`config.mk`:
```
export PLATFORM = sky130hd
export DESIGN_NAME = vtg_prog_flat
export DESIGN_NICKNAME = d
export VERILOG_FILES = /design/src/rtl/vtg_prog_if.sv /design/src/rtl/vtg_prog.sv /design/src/flat_wrapper.sv
export SDC_FILE = /design/constraint.sdc
export NUM_CORES = 1
export LEC_CHECK = 0
export BUFFER_PORTS_ARGS = -buffer_cell sky130_fd_sc_hd__buf_2
export CAP_MARGIN = 20
export CORE_ASPECT_RATIO = 1.25
export CORE_MARGIN = 4
export CORE_UTILIZATION = 40
export DETAILED_ROUTE_END_ITERATION = 6
export GPL_TIMING_DRIVEN = 1
export HOLD_SLACK_MARGIN = 0.1
export MAX_ROUTING_LAYER = met4
export PLACE_DENSITY = 0.69
export SYNTH_ARGS = -nofsm -noshare
export SYNTH_HDL_FRONTEND = slang
export SYNTH_SLANG_ARGS = --single-unit
```
`constraint.sdc`:
```
create_clock -name clk_dvi -period 7.6 [get_ports clk_dvi]
set_input_delay 0.76 -clock clk_dvi [delete_from_list [all_inputs] [get_ports clk_dvi]]
set_output_delay 0.76 -clock clk_dvi [all_outputs]
set_load 0.1 [all_outputs]
```
`src/rtl/vtg_prog_if.sv`:
```
// Configuration and video-output bundle for the programmable timing generator.
// master drives the cfg_* set and observes status and timing outputs.
interface vtg_prog_if #(
    parameter int CW = 12
);
    logic [CW-1:0] cfg_h_active;
    logic [CW-1:0] cfg_h_sync_start;
    logic [CW-1:0] cfg_h_sync_end;
    logic [CW-1:0] cfg_h_total;
    logic [CW-1:0] cfg_v_active;
    logic [CW-1:0] cfg_v_sync_start;
    logic [CW-1:0] cfg_v_sync_end;
    logic [CW-1:0] cfg_v_total;
    logic          cfg_hsync_pol;
    logic          cfg_vsync_pol;
    logic          cfg_valid;
    logic          cfg_pending;
    logic          cfg_error;
    logic [CW-1:0] vtg_hcount;
    logic [CW-1:0] vtg_vcount;
    logic          phy_hsync;
    logic          phy_vsync;
    logic          phy_de;
    logic          frame_start;
    logic          line_start;

    modport master (
        output cfg_h_active, cfg_h_sync_start, cfg_h_sync_end, cfg_h_total,
        output cfg_v_active, cfg_v_sync_start, cfg_v_sync_end, cfg_v_total,
        output cfg_hsync_pol, cfg_vsync_pol, cfg_valid,
        input  cfg_pending, cfg_error,
        input  vtg_hcount, vtg_vcount, phy_hsync, phy_vsync, phy_de,
        input  frame_start, line_start
    );

    modport slave (
        input  cfg_h_active, cfg_h_sync_start, cfg_h_sync_end, cfg_h_total,
        input  cfg_v_active, cfg_v_sync_start, cfg_v_sync_end, cfg_v_total,
        input  cfg_hsync_pol, cfg_vsync_pol, cfg_valid,
        output cfg_pending, cfg_error,
        output vtg_hcount, vtg_vcount, phy_hsync, phy_vsync, phy_de,
        output frame_start, line_start
    );
endinterface

```
`src/rtl/vtg_prog.sv`:
```
// Runtime-programmable video timing generator with a double-buffered timing set
// that is swapped in only where the counters wrap to (0, 0).
module vtg_prog #(
    parameter int CW = 12
) (
    input  logic        clk_dvi,
    input  logic        rst_dvi,
    vtg_prog_if.slave   bus
);
    typedef struct packed {
        logic [CW-1:0] ha, hss, hse, ht;
        logic [CW-1:0] va, vss, vse, vt;
        logic          hp, vp;
    } tset_t;

    localparam tset_t DEF_SET = '{
        ha: CW'(1280), hss: CW'(1390), hse: CW'(1430), ht: CW'(1650),
        va: CW'(720),  vss: CW'(725),  vse: CW'(730),  vt: CW'(750),
        hp: 1'b1, vp: 1'b1
    };
    localparam logic [CW-1:0] RST_H = CW'(1649);
    localparam logic [CW-1:0] RST_V = CW'(749);

    tset_t         act, pend, cfg_in, act_nx;
    logic          pend_vld, err;
    logic          legal, h_last, v_last, wrap;
    logic [CW-1:0] hcount, vcount, h_nx, v_nx;
    logic          de, hs, vs, fs, ls;

    always_comb begin
        cfg_in = '{
            ha: bus.cfg_h_active, hss: bus.cfg_h_sync_start,
            hse: bus.cfg_h_sync_end, ht: bus.cfg_h_total,
            va: bus.cfg_v_active, vss: bus.cfg_v_sync_start,
            vse: bus.cfg_v_sync_end, vt: bus.cfg_v_total,
            hp: bus.cfg_hsync_pol, vp: bus.cfg_vsync_pol
        };
        // total >= 2 guards the total-1 term against underflow
        legal = (cfg_in.ht >= CW'(2)) && (cfg_in.vt >= CW'(2)) &&
                (cfg_in.ha != '0) && (cfg_in.ha <= cfg_in.hss) &&
                (cfg_in.hss < cfg_in.hse) && (cfg_in.hse <= cfg_in.ht - CW'(1)) &&
                (cfg_in.va != '0) && (cfg_in.va <= cfg_in.vss) &&
                (cfg_in.vss < cfg_in.vse) && (cfg_in.vse <= cfg_in.vt - CW'(1));

        h_last = (hcount == act.ht - CW'(1));
        v_last = (vcount == act.vt - CW'(1));
        wrap   = h_last && v_last;
        h_nx   = h_last ? '0 : hcount + CW'(1);
        v_nx   = h_last ? (v_last ? '0 : vcount + CW'(1)) : vcount;
        // outputs at the new (0, 0) must already reflect the swapped-in set
        act_nx = (wrap && pend_vld) ? pend : act;
    end

    always_ff @(posedge clk_dvi or posedge rst_dvi) begin
        if (rst_dvi) begin
            act      <= DEF_SET;
            pend     <= DEF_SET;
            pend_vld <= 1'b0;
            err      <= 1'b0;
            hcount   <= RST_H;
            vcount   <= RST_V;
            de       <= 1'b0;
            hs       <= 1'b0;
            vs       <= 1'b0;
            fs       <= 1'b0;
            ls       <= 1'b0;
        end else begin
            act <= act_nx;
            // a capture on the apply edge wins over the clear
            if (bus.cfg_valid && legal) begin
                pend     <= cfg_in;
                pend_vld <= 1'b1;
            end else if (wrap) begin
                pend_vld <= 1'b0;
            end
            err    <= bus.cfg_valid && !legal;
            hcount <= h_nx;
            vcount <= v_nx;
            de     <= (h_nx < act_nx.ha) && (v_nx < act_nx.va);
            hs     <= act_nx.hp ~^ ((h_nx >= act_nx.hss) && (h_nx < act_nx.hse));
            vs     <= act_nx.vp ~^ ((v_nx >= act_nx.vss) && (v_nx < act_nx.vse));
            fs     <= (h_nx == '0) && (v_nx == '0);
            ls     <= (h_nx == '0);
        end
    end

    assign bus.cfg_pending = pend_vld;
    assign bus.cfg_error   = err;
    assign bus.vtg_hcount  = hcount;
    assign bus.vtg_vcount  = vcount;
    assign bus.phy_de      = de;
    assign bus.phy_hsync   = hs;
    assign bus.phy_vsync   = vs;
    assign bus.frame_start = fs;
    assign bus.line_start  = ls;
endmodule

```
`src/flat_wrapper.sv`:
```
// flat-port wrapper written by rule: the top's interface ports become plain ports
module vtg_prog_flat 
#(
    parameter int CW = 12
)
  (clk_dvi, rst_dvi, bus_cfg_h_active, bus_cfg_h_sync_start, bus_cfg_h_sync_end, bus_cfg_h_total, bus_cfg_v_active, bus_cfg_v_sync_start, bus_cfg_v_sync_end, bus_cfg_v_total, bus_cfg_hsync_pol, bus_cfg_vsync_pol, bus_cfg_valid, bus_cfg_pending, bus_cfg_error, bus_vtg_hcount, bus_vtg_vcount, bus_phy_hsync, bus_phy_vsync, bus_phy_de, bus_frame_start, bus_line_start);
  vtg_prog_if #(.CW(CW)) bus_i ();
  input  logic clk_dvi;
  input  logic rst_dvi;
  input wire logic [$bits(bus_i.cfg_h_active)-1:0] bus_cfg_h_active;
  input wire logic [$bits(bus_i.cfg_h_sync_start)-1:0] bus_cfg_h_sync_start;
  input wire logic [$bits(bus_i.cfg_h_sync_end)-1:0] bus_cfg_h_sync_end;
  input wire logic [$bits(bus_i.cfg_h_total)-1:0] bus_cfg_h_total;
  input wire logic [$bits(bus_i.cfg_v_active)-1:0] bus_cfg_v_active;
  input wire logic [$bits(bus_i.cfg_v_sync_start)-1:0] bus_cfg_v_sync_start;
  input wire logic [$bits(bus_i.cfg_v_sync_end)-1:0] bus_cfg_v_sync_end;
  input wire logic [$bits(bus_i.cfg_v_total)-1:0] bus_cfg_v_total;
  input wire logic [$bits(bus_i.cfg_hsync_pol)-1:0] bus_cfg_hsync_pol;
  input wire logic [$bits(bus_i.cfg_vsync_pol)-1:0] bus_cfg_vsync_pol;
  input wire logic [$bits(bus_i.cfg_valid)-1:0] bus_cfg_valid;
  output wire logic [$bits(bus_i.cfg_pending)-1:0] bus_cfg_pending;
  output wire logic [$bits(bus_i.cfg_error)-1:0] bus_cfg_error;
  output wire logic [$bits(bus_i.vtg_hcount)-1:0] bus_vtg_hcount;
  output wire logic [$bits(bus_i.vtg_vcount)-1:0] bus_vtg_vcount;
  output wire logic [$bits(bus_i.phy_hsync)-1:0] bus_phy_hsync;
  output wire logic [$bits(bus_i.phy_vsync)-1:0] bus_phy_vsync;
  output wire logic [$bits(bus_i.phy_de)-1:0] bus_phy_de;
  output wire logic [$bits(bus_i.frame_start)-1:0] bus_frame_start;
  output wire logic [$bits(bus_i.line_start)-1:0] bus_line_start;
  assign bus_i.cfg_h_active = bus_cfg_h_active;
  assign bus_i.cfg_h_sync_start = bus_cfg_h_sync_start;
  assign bus_i.cfg_h_sync_end = bus_cfg_h_sync_end;
  assign bus_i.cfg_h_total = bus_cfg_h_total;
  assign bus_i.cfg_v_active = bus_cfg_v_active;
  assign bus_i.cfg_v_sync_start = bus_cfg_v_sync_start;
  assign bus_i.cfg_v_sync_end = bus_cfg_v_sync_end;
  assign bus_i.cfg_v_total = bus_cfg_v_total;
  assign bus_i.cfg_hsync_pol = bus_cfg_hsync_pol;
  assign bus_i.cfg_vsync_pol = bus_cfg_vsync_pol;
  assign bus_i.cfg_valid = bus_cfg_valid;
  assign bus_cfg_pending = bus_i.cfg_pending;
  assign bus_cfg_error = bus_i.cfg_error;
  assign bus_vtg_hcount = bus_i.vtg_hcount;
  assign bus_vtg_vcount = bus_i.vtg_vcount;
  assign bus_phy_hsync = bus_i.phy_hsync;
  assign bus_phy_vsync = bus_i.phy_vsync;
  assign bus_phy_de = bus_i.phy_de;
  assign bus_frame_start = bus_i.frame_start;
  assign bus_line_start = bus_i.line_start;
  vtg_prog #(.CW(CW)) u_core (.clk_dvi(clk_dvi), .rst_dvi(rst_dvi), .bus(bus_i));
endmodule
```
==> impl_metrics.yaml, run 1 <==
grt:
  grt-ovfl-total: 0
  antenna_found_initial: 1
  first_global_vias: 10600
  grt_max_degree: 145
  grt_first_pass_wirelength_um: 58100
  grt_usage_pct: 19.8
clock_network:
  h-tree-depth: 1
  worst_skew_pair.late_latency_ps: 530
  hold_buffers: 0
  numCtsBuffers: 25
  ctsLongestPathBuffers: 3
  clock_sink_count: 227
  root_buffer: "clkbuf_16"
  cts_tree: "built"
  cts_resized: 0
  clkTransAtPathRegs_ps: 60
  post_cts_buffers: 0
worst_setup_path:
  end_kind: "register"
  reg2reg_slack_ps: 1460
  reg2reg_depth: 17
  r2r-start: "u_core.act[50]$_DFFE_PP0N_"
  worstPathRequired_ps: 8040
  cp-startpoint: "u_core.act[50]$_DFFE_PP0N_"
  crit_path_start_kind: "register"
  setup.worst_path.class: "reg2reg"
  cp.arrival_ps: 6580
  crit_fanout: 43
  r2r-end: "u_core.bus.phy_vsync$_DFF_PP0_"
  crit_path_end: "u_core.bus.phy_vsync$_DFF_PP0_"
sta:
  relSlewSlack_pct: 34.2
  period_minus_slack_ps: 6140
  post-route-period-util_pct: 80.8
  tightestPinTransition_ps: 986
  fmax_mhz: 163
  whs_ps: 452
  final.setup.tns_ps: 0
  slew_viol_final: 0
  final.setup_skew_ps: 21.9
  setup_viol: 0
  finalHoldViolCount: 0
  rsz0062_at_grt: "false"
min_path:
  whs_path_depth: 2
  hp-class: "reg2reg"
flow_run:
  cap_violations: 0
yosys:
  yosysUniqueCellTypes: 67
  synthTopCellsByCount: "146 x ha_1, 142 x inv_1, 122 x dfrtp_1"
  synth-edff-count: 0
  yosys_warnings: 0
  synth_top_area_share_pct: 22.2
  synth_top_flop_cell: "dfrtp_1"
  synth_area_leaders: "dfrtp_1 22%, dfstp_2 20%, ha_1 13%, mux2_2 7.9%, mux2i_1 4.9%"
  ys_ff_latch: 227
  async_reset_ff_share_pct: 100
  synth_fp_nets: 1571
  syn_avg_cell_area_sq_um: 10.4
  yosysMostFrequentCell: "ha_1"
  synth_area_leader_cell: "dfrtp_1"
  ys_seq_area_share_pct: 42.3
  synthesis.area_sq_mm: 0.0138
  synth_cells: 1324
routing:
  drt_wl_total_um: 36300
  avgViaCountPerCell: 5.37
  dr_total_vias: 10200
  drc: 0
  ant_nets: 0
  drt-wirelength-per-cell_um: 19.1
  drt_iter0_drc: 412
  drt-pass1-iter-count: 5
die:
  core_sq_mm: 0.0338
  die_area_sq_mm: 0.0374
  dieHeight_um: 215
  start_util_pct: 40.7
  dieWidth_um: 174
  ios: 132
  row_count: 75
placed_design:
  post_dp_cell_area_sq_mm: 0.0148
  place.gp.congestion: 0.891
  hpwlAfterDp_um: 28200
  numPortBuffers: 131
  dpl.cell_count: 1849
pwr:
  vdd_drop_max_v: 0.000188
  cellPowerDensity_mw_per_mm2: 217
  p_total_uw: 3410
  p_leak_uw: 0.00845
status:
  status: "finished, final reports clean"
finish:
  syn2layout_area_growth_pct: 14.4
  fillerInstances: 3174
  fin_cells: 1898
  design_area_sq_mm: 0.0157
  final_layout_size_suffix_gt1_share_pct: 27.8
  nets: 1702
## flip-flops by register name, indices dropped and copies added (netlist names)
| signal | flops |
|---|---|
| u_core.bus.cfg_pending | 1 |
| u_core.bus.vtg_hcount | 12 |
| u_core.bus.vtg_vcount | 12 |
| u_core.bus.phy_hsync | 1 |
| u_core.bus.cfg_error | 1 |
| u_core.bus.phy_vsync | 1 |
| u_core.pend | 98 |
| u_core.act | 98 |
| u_core.bus.phy_de | 1 |
| u_core.bus.frame_start | 1 |
| u_core.bus.line_start | 1 |
## stage by stage
stage / utilization, % / setup WS (ps)
4_1_cts: 46.5 / 1500
6_report: 46.6 / 1460
3_3_place_gp: 43.9 / 1710
2_1_floorplan: - / 794
5_1_grt: 46.6 / 889
3_5_place_dp: 43.9 / 1530
## worst min-delay path by stage
stage,start,endpoint
after floorplan,u_core.pend[11]$_DFFE_PP1P_,u_core.act[11]$_DFFE_PP1N_
after global placement,u_core.pend[59]$_DFFE_PP1P_,u_core.act[59]$_DFFE_PP1N_
after detailed placement,u_core.pend[59]$_DFFE_PP1P_,u_core.act[59]$_DFFE_PP1N_
after CTS,u_core.pend[59]$_DFFE_PP1P_,u_core.act[59]$_DFFE_PP1N_
after global routing,u_core.pend[59]$_DFFE_PP1P_,u_core.act[59]$_DFFE_PP1N_
final,u_core.pend[59]$_DFFE_PP1P_,u_core.act[59]$_DFFE_PP1N_
## cells in the final DEF (no fill, tap or decap), types with 6 or more instances in the layout
| master | synthesis | layout |
|---|---|---|
| a211oi_1 | 7 | 7 |
| mux2_2 | 97 | 97 |
| dfrtp_1 | 122 | 122 |
| o21ai_0 | 52 | 52 |
| a21o_1 | 21 | 21 |
| or3_1 | 6 | 6 |
| nor4_1 | 19 | 19 |
| o21a_1 | 9 | 9 |
| inv_1 | 142 | 141 |
| a21boi_0 | 6 | 6 |
| buf_2 | 6 | 131 |
| a211o_1 | 6 | 6 |
| nor3_1 | 28 | 28 |
| xor2_1 | 30 | 30 |
| nand3_1 | 21 | 19 |
| nand2b_1 | 11 | 11 |
| buf_4 | 1 | 15 |
| ha_1 | 146 | 146 |
| nor2b_1 | 16 | 16 |
| nor2_1 | 55 | 55 |
| xnor2_1 | 33 | 33 |
| dfstp_2 | 105 | 105 |
| a21oi_1 | 36 | 36 |
| nand4_1 | 30 | 30 |
| a31oi_1 | 9 | 9 |
| and2_1 | 6 | 6 |
| clkbuf_16 | 0 | 25 |
| nand3b_1 | 6 | 6 |
| nand2_1 | 117 | 117 |
| mux2i_1 | 68 | 68 |
## critical path: stages (launching register included)
cell	delay, ps
dfrtp_1	410
inv_1	90
ha_1	190
nor4b_1	570
nand2b_1	120
a221oi_1	450
o2111ai_1	350
nor2_4	650
nand3_4	680
buf_4	570
mux2i_1	260
ha_1	270
a211o_1	290
a221oi_1	300
o211ai_1	180
or2_2	320
o32ai_1	150
xnor2_1	150
## layout make-up
class                           count  area [sq um]  area share, %
Multi-Input combinational cell    911          7190           45.7
Clock inverter                     11           145          0.923
Timing Repair Buffer              148           796           5.06
Tap cell                          423           529           3.36
Sequential cell                   227          5810           36.9
Inverter                          142           541           3.44
Antenna cell                        1          2.50         0.0159
Clock buffer                       35           713           4.53
## routing by layer
metal	vias up	track usage, %	share of wire [%]
met5	-	-	0
met4	0	7.92	4.1
met3	68	3.01	4.1
met2	217	33.5	50
met1	4961	23.9	42
li1	4937	-	-
## logic make-up (layout without fill, tap and decap cells)
kind of cell	after synthesis	count (layout)	share of synthesized area, %
flip-flops	227	227	42.3
AND/OR/NAND/NOR	343	343	12.4
adder cells (fa/ha/maj)	146	146	13.3
AO/OA/AOI/OAI	192	192	9.34
multiplexers	167	167	13.1
buffers and inverters	186	336	5.60
XOR/XNOR	63	63	4.01
other	0	1	0
## power breakdown
group / internal [uW] / switching [uW]
logic: 260 / 189
registers: 1550 / 158
clock network: 760 / 497
Note: power is estimated with default switching activity, not from simulation.
==> run 2: changes to the inputs <==
ABC_AREA = 1   (was default)
PLACE_DENSITY = 0.68   (was 0.69)
clock period = 6.2 ns   (was 7.6 ns; I/O delays follow)
==> run 2 against run 1 <==
Against the previous run: die area grew 4.0%; worst hold slack worse by 190 ps; total power up 17%; critical endpoint is now u_core.bus.phy_de$_DFF_PP0_; sequential share of layout area shrank 1.2 points; first-iteration DRC count is 73% higher; global-route usage is 0.74 points higher; non-clock buffer count fell by 7; cell count up 30%; combinational power up 8.5%; clock skew decreased by 2.9 ps.
==> impl_metrics.yaml, run 2 <==
status:
  status: "finished, final reports clean"
finish:
  fin_cells: 2469
  final_cell_mix: "598 x nand2_1, 280 x inv_1, 146 x ha_1, 131 x buf_2, 128 x o21ai_0"
  nets: 2226
  final_layout_size_suffix_gt1_share_pct: 16.9
  layout_commonest_cell: "nand2_1"
  reg.largest.list: "u_core.act (98), u_core.pend (98)"
  num_antenna_cells: 0
  syn2layout_area_growth_pct: 13.5
pwr:
  p_switching_uw: 1060
  cellPowerDensity_mw_per_mm2: 246
  p_sw_share_pct: 26.6
  p_leak_uw: 0.00854
  seqPwrFrac_pct: 52.3
  p_comb_share_pct: 12.2
  pwr-share-clk_pct: 35.5
  vdd_drop_max_v: 0.000157
  power.internal_uw: 2930
clock_network:
  h-tree-depth: 1
  clock_sink_count: 227
  cts_resized: 0
  root_buffer: "clkbuf_16"
  clkTransAtPathRegs_ps: 60
  post_cts_buffers: 0
  worst_skew_pair.late_latency_ps: 520
  ctsLongestPathBuffers: 3
  numCtsBuffers: 23
  hold_buffers: 0
  cts_tree: "built"
yosys:
  synth_compound_area_share_pct: 8.73
  synth_fp_nets: 2103
  synth_xor_area_share_pct: 2.45
  synthAdderAreaFrac_pct: 12.8
  synthesis.area_sq_mm: 0.0143
  yosysUniqueCellTypes: 47
  yosysMostFrequentCell: "nand2_1"
  synthMuxAreaShare_pct: 0.157
  async_reset_ff_share_pct: 100
  syn_avg_cell_area_sq_um: 7.71
  ys_seq_area_share_pct: 40.6
  synth_top_area_share_pct: 21.3
  ys_ff_latch: 227
  synth_top_family_by_area: "simple AND/OR/NAND/NOR gates"
  synth_area_leaders: "dfrtp_1 21%, dfstp_2 19%, nand2_1 16%, ha_1 13%, inv_1 7.4%"
  synth-edff-count: 0
  synth_simple_gate_area_share_pct: 26.3
  synth_cells: 1856
  synth_area_leader_cell: "dfrtp_1"
  synth_top_flop_cell: "dfrtp_1"
  yosys_warnings: 0
  synthTopCellsByCount: "599 x nand2_1, 281 x inv_1, 146 x ha_1"
grt:
  grt_first_pass_wirelength_um: 63200
  grt-ovfl-total: 0
  grt_max_degree: 170
  grt_usage_pct: 20.6
  first_global_vias: 12100
  antenna_found_initial: 0
worst_setup_path:
  crit_fanout: 33
  r2r-end: "u_core.bus.phy_de$_DFF_PP0_"
  crit_slowest_cell: "dfstp_2"
  cp_num_buf_inv: 6
  critical_path.max_stage_delay_ps: 510
  crit_path_start_kind: "register"
  crit_top_cell: "nand2_1"
  setup.worst_path.class: "reg2reg"
  reg2reg_slack_ps: 1630
  r2r-start: "u_core.act[51]$_DFFE_PP1N_"
  cp.arrival_ps: 5000
  reg2reg_depth: 25
  worstPathRequired_ps: 6620
  end_kind: "register"
  path_delay_family: "simple AND/OR/NAND/NOR gates"
flow_run:
  cap_violations: 0
sta:
  whs_ps: 257
  final.setup.tns_ps: 0
  post-route-period-util_pct: 73.7
  period_minus_slack_ps: 4570
  final.setup_skew_ps: 19.0
  tightestPinTransition_ps: 1060
  fmax_mhz: 219
  rsz0062_at_grt: "false"
  slew_viol_final: 0
  setup_viol: 0
  relSlewSlack_pct: 29.3
  setup_ws_ps: 1630
  finalHoldViolCount: 0
die:
  die_area_sq_mm: 0.0389
  dieHeight_um: 220
  core_sq_mm: 0.0354
  ios: 132
  row_count: 77
  start_util_pct: 40.5
  dieWidth_um: 177
routing:
  drc: 0
  drt_iter0_drc: 713
  drt-pass1-iter-count: 5
  ant_nets: 0
  dr_total_vias: 12100
  avgViaCountPerCell: 4.91
  drt-wirelength-per-cell_um: 15.6
  drt_wl_total_um: 38600
min_path:
  hp-class: "in2async"
placed_design:
  place.gp.congestion: 0.914
  dpl_worst_slack_ps: 1400
  numPortBuffers: 131
  hpwlAfterDp_um: 30600
  dpl.cell_count: 2428
[run 2: cell types whose count changed after synthesis, moves of 18 or more]
cell,delta
a21o_1,-18
a21oi_1,+24
inv_1,+139
mux2_2,-95
mux2i_1,-68
nand2_1,+482
nand3_1,+48
nor2_1,+40
o21ai_0,+76
xnor2_1,-21
[run 2: cell families after synthesis]
group                      count (synthesis)
muxes                                      2
xor gates and xnor gates                  40
adders and majority gates                146
DFF                                      227
AOI/OAI and AO/OA                        231
buffers and inverters                    333
and+or+nand+nor                          877
[run 2: how the worst max path moves through the flow]
stage | startpoint | end | depth (start not counted)
finish | u_core.act[51]$_DFFE_PP1N_ | u_core.bus.phy_de$_DFF_PP0_ | 25
global route | u_core.act[50]$_DFFE_PP0N_ | u_core.bus.phy_vsync$_DFF_PP0_ | 29
CTS | u_core.act[51]$_DFFE_PP1N_ | u_core.bus.phy_de$_DFF_PP0_ | 25
detailed placement | bus_cfg_h_total[1] | u_core.pend[81]$_DFFE_PP0P_ | 17
global placement | bus_cfg_h_total[1] | u_core.pend[52]$_DFFE_PP0P_ | 17
floorplan | u_core.bus.vtg_vcount[4]$_DFF_PP0_ | u_core.bus.phy_vsync$_DFF_PP0_ | 25
[run 2: routing by layer]
metal | wire length (um) | up-vias | track usage [%] | share of wire [%]
met5 | 0 | - | - | 0
met4 | 802 | 0 | 5.08 | 2.1
met3 | 1550 | 59 | 1.92 | 4.0
met2 | 18000 | 286 | 32.9 | 47
met1 | 18200 | 5611 | 28.5 | 47
li1 | - | 6163 | - | -
[run 2: stage by stage]
step           cell area, sq um  total power [uW]  utilization, %
2_1_floorplan             14300              2360               -
3_3_place_gp              15500              2570            43.8
3_5_place_dp              15500              2600            43.8
4_1_cts                   16200              4020            46.0
5_1_grt                   16200              4210            46.0
6_report                  16200              3990            46.0
[run 2: power groups by stage]
stage	sequential (uW)	combinational [uW]	clock, uW
final	2090	487	1420
after global routing	2120	580	1510
after CTS	2080	495	1450
after detailed placement	2100	492	0
after global placement	2100	465	0
after floorplan	2010	350	0
[run 2: final cells by class]
class / count / area, sq um
multi-input combinational: 1296 / 7220
clock inverter: 4 / 73.8
fill: 3512 / 19100
timing repair buffer: 141 / 756
sequential: 227 / 5810
tap: 474 / 593
clock buffer: 37 / 698
inverter: 290 / 1090
[run 2: worst reg2reg max path, delay by kind of cell (launching register included)]
| family | cells | cell delay (ps) |
|---|---|---|
| adder cells (fa/ha/maj) | 2 | 650 |
| AO/OA/AOI/OAI | 2 | 430 |
| flip-flops | 1 | 510 |
| buffers and inverters | 6 | 1120 |
| AND/OR/NAND/NOR | 15 | 1790 |
==> run 3: changes to the inputs <==
clock period = 4.5 ns   (was 6.2 ns; I/O delays follow)
==> run 3 against run 2 <==
Against the previous run: clock power up 48%; combinational power increased by 41%; sequential power grew 39%; worst hold slack worse by 200 ps; first-iteration DRC count is 34% higher; flip-flop and latch count did not move; fmax increased by 15%; cell count increased by 0.36%; setup slack worse by 1100 ps; critical endpoint is now u_core.bus.phy_vsync$_DFF_PP0_; largest cell class unchanged; highest routed layer unchanged.
==> impl_metrics.yaml, run 3 (synthesis gave the netlist of run 2 again) <==
status:
  status: "finished, final reports clean"
sta:
  relSlewSlack_pct: 54.2
  post-route-period-util_pct: 88.6
  finalHoldViolCount: 0
  setup_viol: 0
  final.setup_skew_ps: 12.4
  fmax_mhz: 251
  period_minus_slack_ps: 3980
  slew_viol_final: 0
  tightestPinTransition_ps: 688
  rsz0062_at_grt: "false"
  whs_ps: 57.9
  final.setup.tns_ps: 0
worst_setup_path:
  reg2reg_slack_ps: 520
  worstPathRequired_ps: 4910
  reg2reg_depth: 27
  setup.worst_path.class: "reg2reg"
  cp-startpoint: "u_core.act[51]$_DFFE_PP1N_"
  crit_fanout: 24
  crit_path_start_kind: "register"
  r2r-end: "u_core.bus.phy_vsync$_DFF_PP0_"
  end_kind: "register"
  cp.arrival_ps: 4400
  r2r-start: "u_core.act[51]$_DFFE_PP1N_"
  crit_path_end: "u_core.bus.phy_vsync$_DFF_PP0_"
pwr:
  p_leak_uw: 0.00863
  power.internal_uw: 4170
  vdd_drop_max_v: 0.000242
  pwr-share-clk_pct: 36.9
  cellPowerDensity_mw_per_mm2: 346
  p_comb_share_pct: 12.1
  p_switching_uw: 1510
  p_sw_share_pct: 26.6
  seqPwrFrac_pct: 51.0
  p_total_uw: 5690
placed_design:
  dpl.cell_count: 2438
  place.gp.congestion: 0.936
  numPortBuffers: 131
  hpwlAfterDp_um: 31600
clock_network:
  hold_buffers: 0
  ctsLongestPathBuffers: 3
  h-tree-depth: 1
  cts_tree: "built"
  post_cts_buffers: 0
  root_buffer: "clkbuf_16"
  cts_resized: 0
  numCtsBuffers: 22
  clkTransAtPathRegs_ps: 60
  worst_skew_pair.late_latency_ps: 520
  clock_sink_count: 227
finish:
  nets: 2235
  fin_cells: 2478
  final_cell_mix: "598 x nand2_1, 280 x inv_1, 146 x ha_1, 131 x buf_2, 128 x o21ai_0"
  reg.largest.list: "u_core.act (98), u_core.pend (98)"
  num_antenna_cells: 0
  final_layout_size_suffix_gt1_share_pct: 17.5
  syn2layout_area_growth_pct: 14.6
  layout_commonest_cell: "nand2_1"
routing:
  drt_wl_total_um: 39800
  drc: 0
  drt-pass1-iter-count: 6
  dr_total_vias: 12400
  drt_iter0_drc: 953
  drt-wirelength-per-cell_um: 16.1
  avgViaCountPerCell: 5.01
  ant_nets: 0
grt:
  grt-ovfl-total: 0
  met3_usage_pct: 2.35
  first_global_vias: 12500
  grt.busiest_layer: "met2"
  grt_usage_pct: 21.2
  grt_first_pass_wirelength_um: 64800
  antenna_found_initial: 0
  grt_max_degree: 118
  grtUsageMet2_pct: 34.9
  gr-usage-met1_pct: 28.0
flow_run:
  cap_violations: 0
min_path:
  hp-class: "in2async"
die:
  ios: 132
  dieWidth_um: 177
  start_util_pct: 40.5
  dieHeight_um: 220
  row_count: 77
  die_area_sq_mm: 0.0389
  core_sq_mm: 0.0354
run 3: changes by cell type in the layout (fill, tap and decap cells not counted):
cell	change
bufinv_16	+3
buf_12	+2
clkinv_2	+1
clkbuf_1	-4
buf_4	+8
clkbuf_8	-2
inv_6	+1
run 3: worst min-delay path by stage:
| stage | start | to | slack, ps | cells past startpoint |
|---|---|---|---|---|
| 4_1_cts | rst_dvi | u_core.act[53]$_DFFE_PP0N_ | 120 | 3 |
| 6_report | rst_dvi | u_core.act[53]$_DFFE_PP0N_ | 60 | 3 |
| 5_1_grt | rst_dvi | u_core.act[53]$_DFFE_PP0N_ | 120 | 3 |
| 3_3_place_gp | u_core.pend[60]$_DFFE_PP1P_ | u_core.act[60]$_DFFE_PP1N_ | 460 | 2 |
| 3_5_place_dp | u_core.pend[13]$_DFFE_PP0P_ | u_core.act[13]$_DFFE_PP0N_ | 460 | 2 |
| 2_1_floorplan | u_core.pend[74]$_DFFE_PP0P_ | u_core.pend[74]$_DFFE_PP0P_ | 440 | 2 |
run 3: metal layers:
metal | wire (um) | vias up
li1 | - | 6176
met1 | 17900 | 5836
met2 | 18800 | 340
met3 | 1970 | 69
met4 | 1090 | 0
met5 | 0 | -
run 3: worst max-delay path, stage by stage (launching register included):
cell and delay (ps):
dfstp_2 530, inv_1 90, ha_1 310, inv_1 40
nand2_1 50, nand2_1 40, nor2_1 210, nand2_1 70
nor2_1 90, nand3_1 130, nor2_2 140, nand3_2 150
nor2_4 180, nand2_2 90, inv_6 200, buf_4 230
nand2_1 90, nand2_1 80, inv_1 50, ha_1 310
a21oi_1 150, nor2_1 50, a211oi_1 230, o211ai_1 140
inv_1 80, nand2_1 50, nand2_1 50, nand2_1 40
run 3: final cells by class:
type | count | area (sq um)
fillers | 3498 | 18900
well taps | 474 | 593
flip-flops and latches | 227 | 5810
clock inverters | 9 | 174
inverters | 290 | 1100
repair buffers | 151 | 856
multi-input cells | 1296 | 7220
clock buffers | 31 | 656
run 3: power by group through the flow:
stage | clock (uW) | combinational [uW] | sequential (uW)
detailed placement | 0 | 690 | 2920
CTS | 2140 | 698 | 2890
floorplan | 0 | 482 | 2780
global placement | 0 | 657 | 2910
global route | 2220 | 816 | 2940
finish | 2100 | 688 | 2900
run 3: metrics by stage:
stage / worst slack, ps / util, % / instance area, sq um
after CTS: 451 / 46.4 / 16400
after floorplan: 630 / - / 14300
after global routing: 41.6 / 46.4 / 16400
after detailed placement: 478 / 44.1 / 15600
after global placement: 544 / 44.1 / 15600
final: 515 / 46.4 / 16400
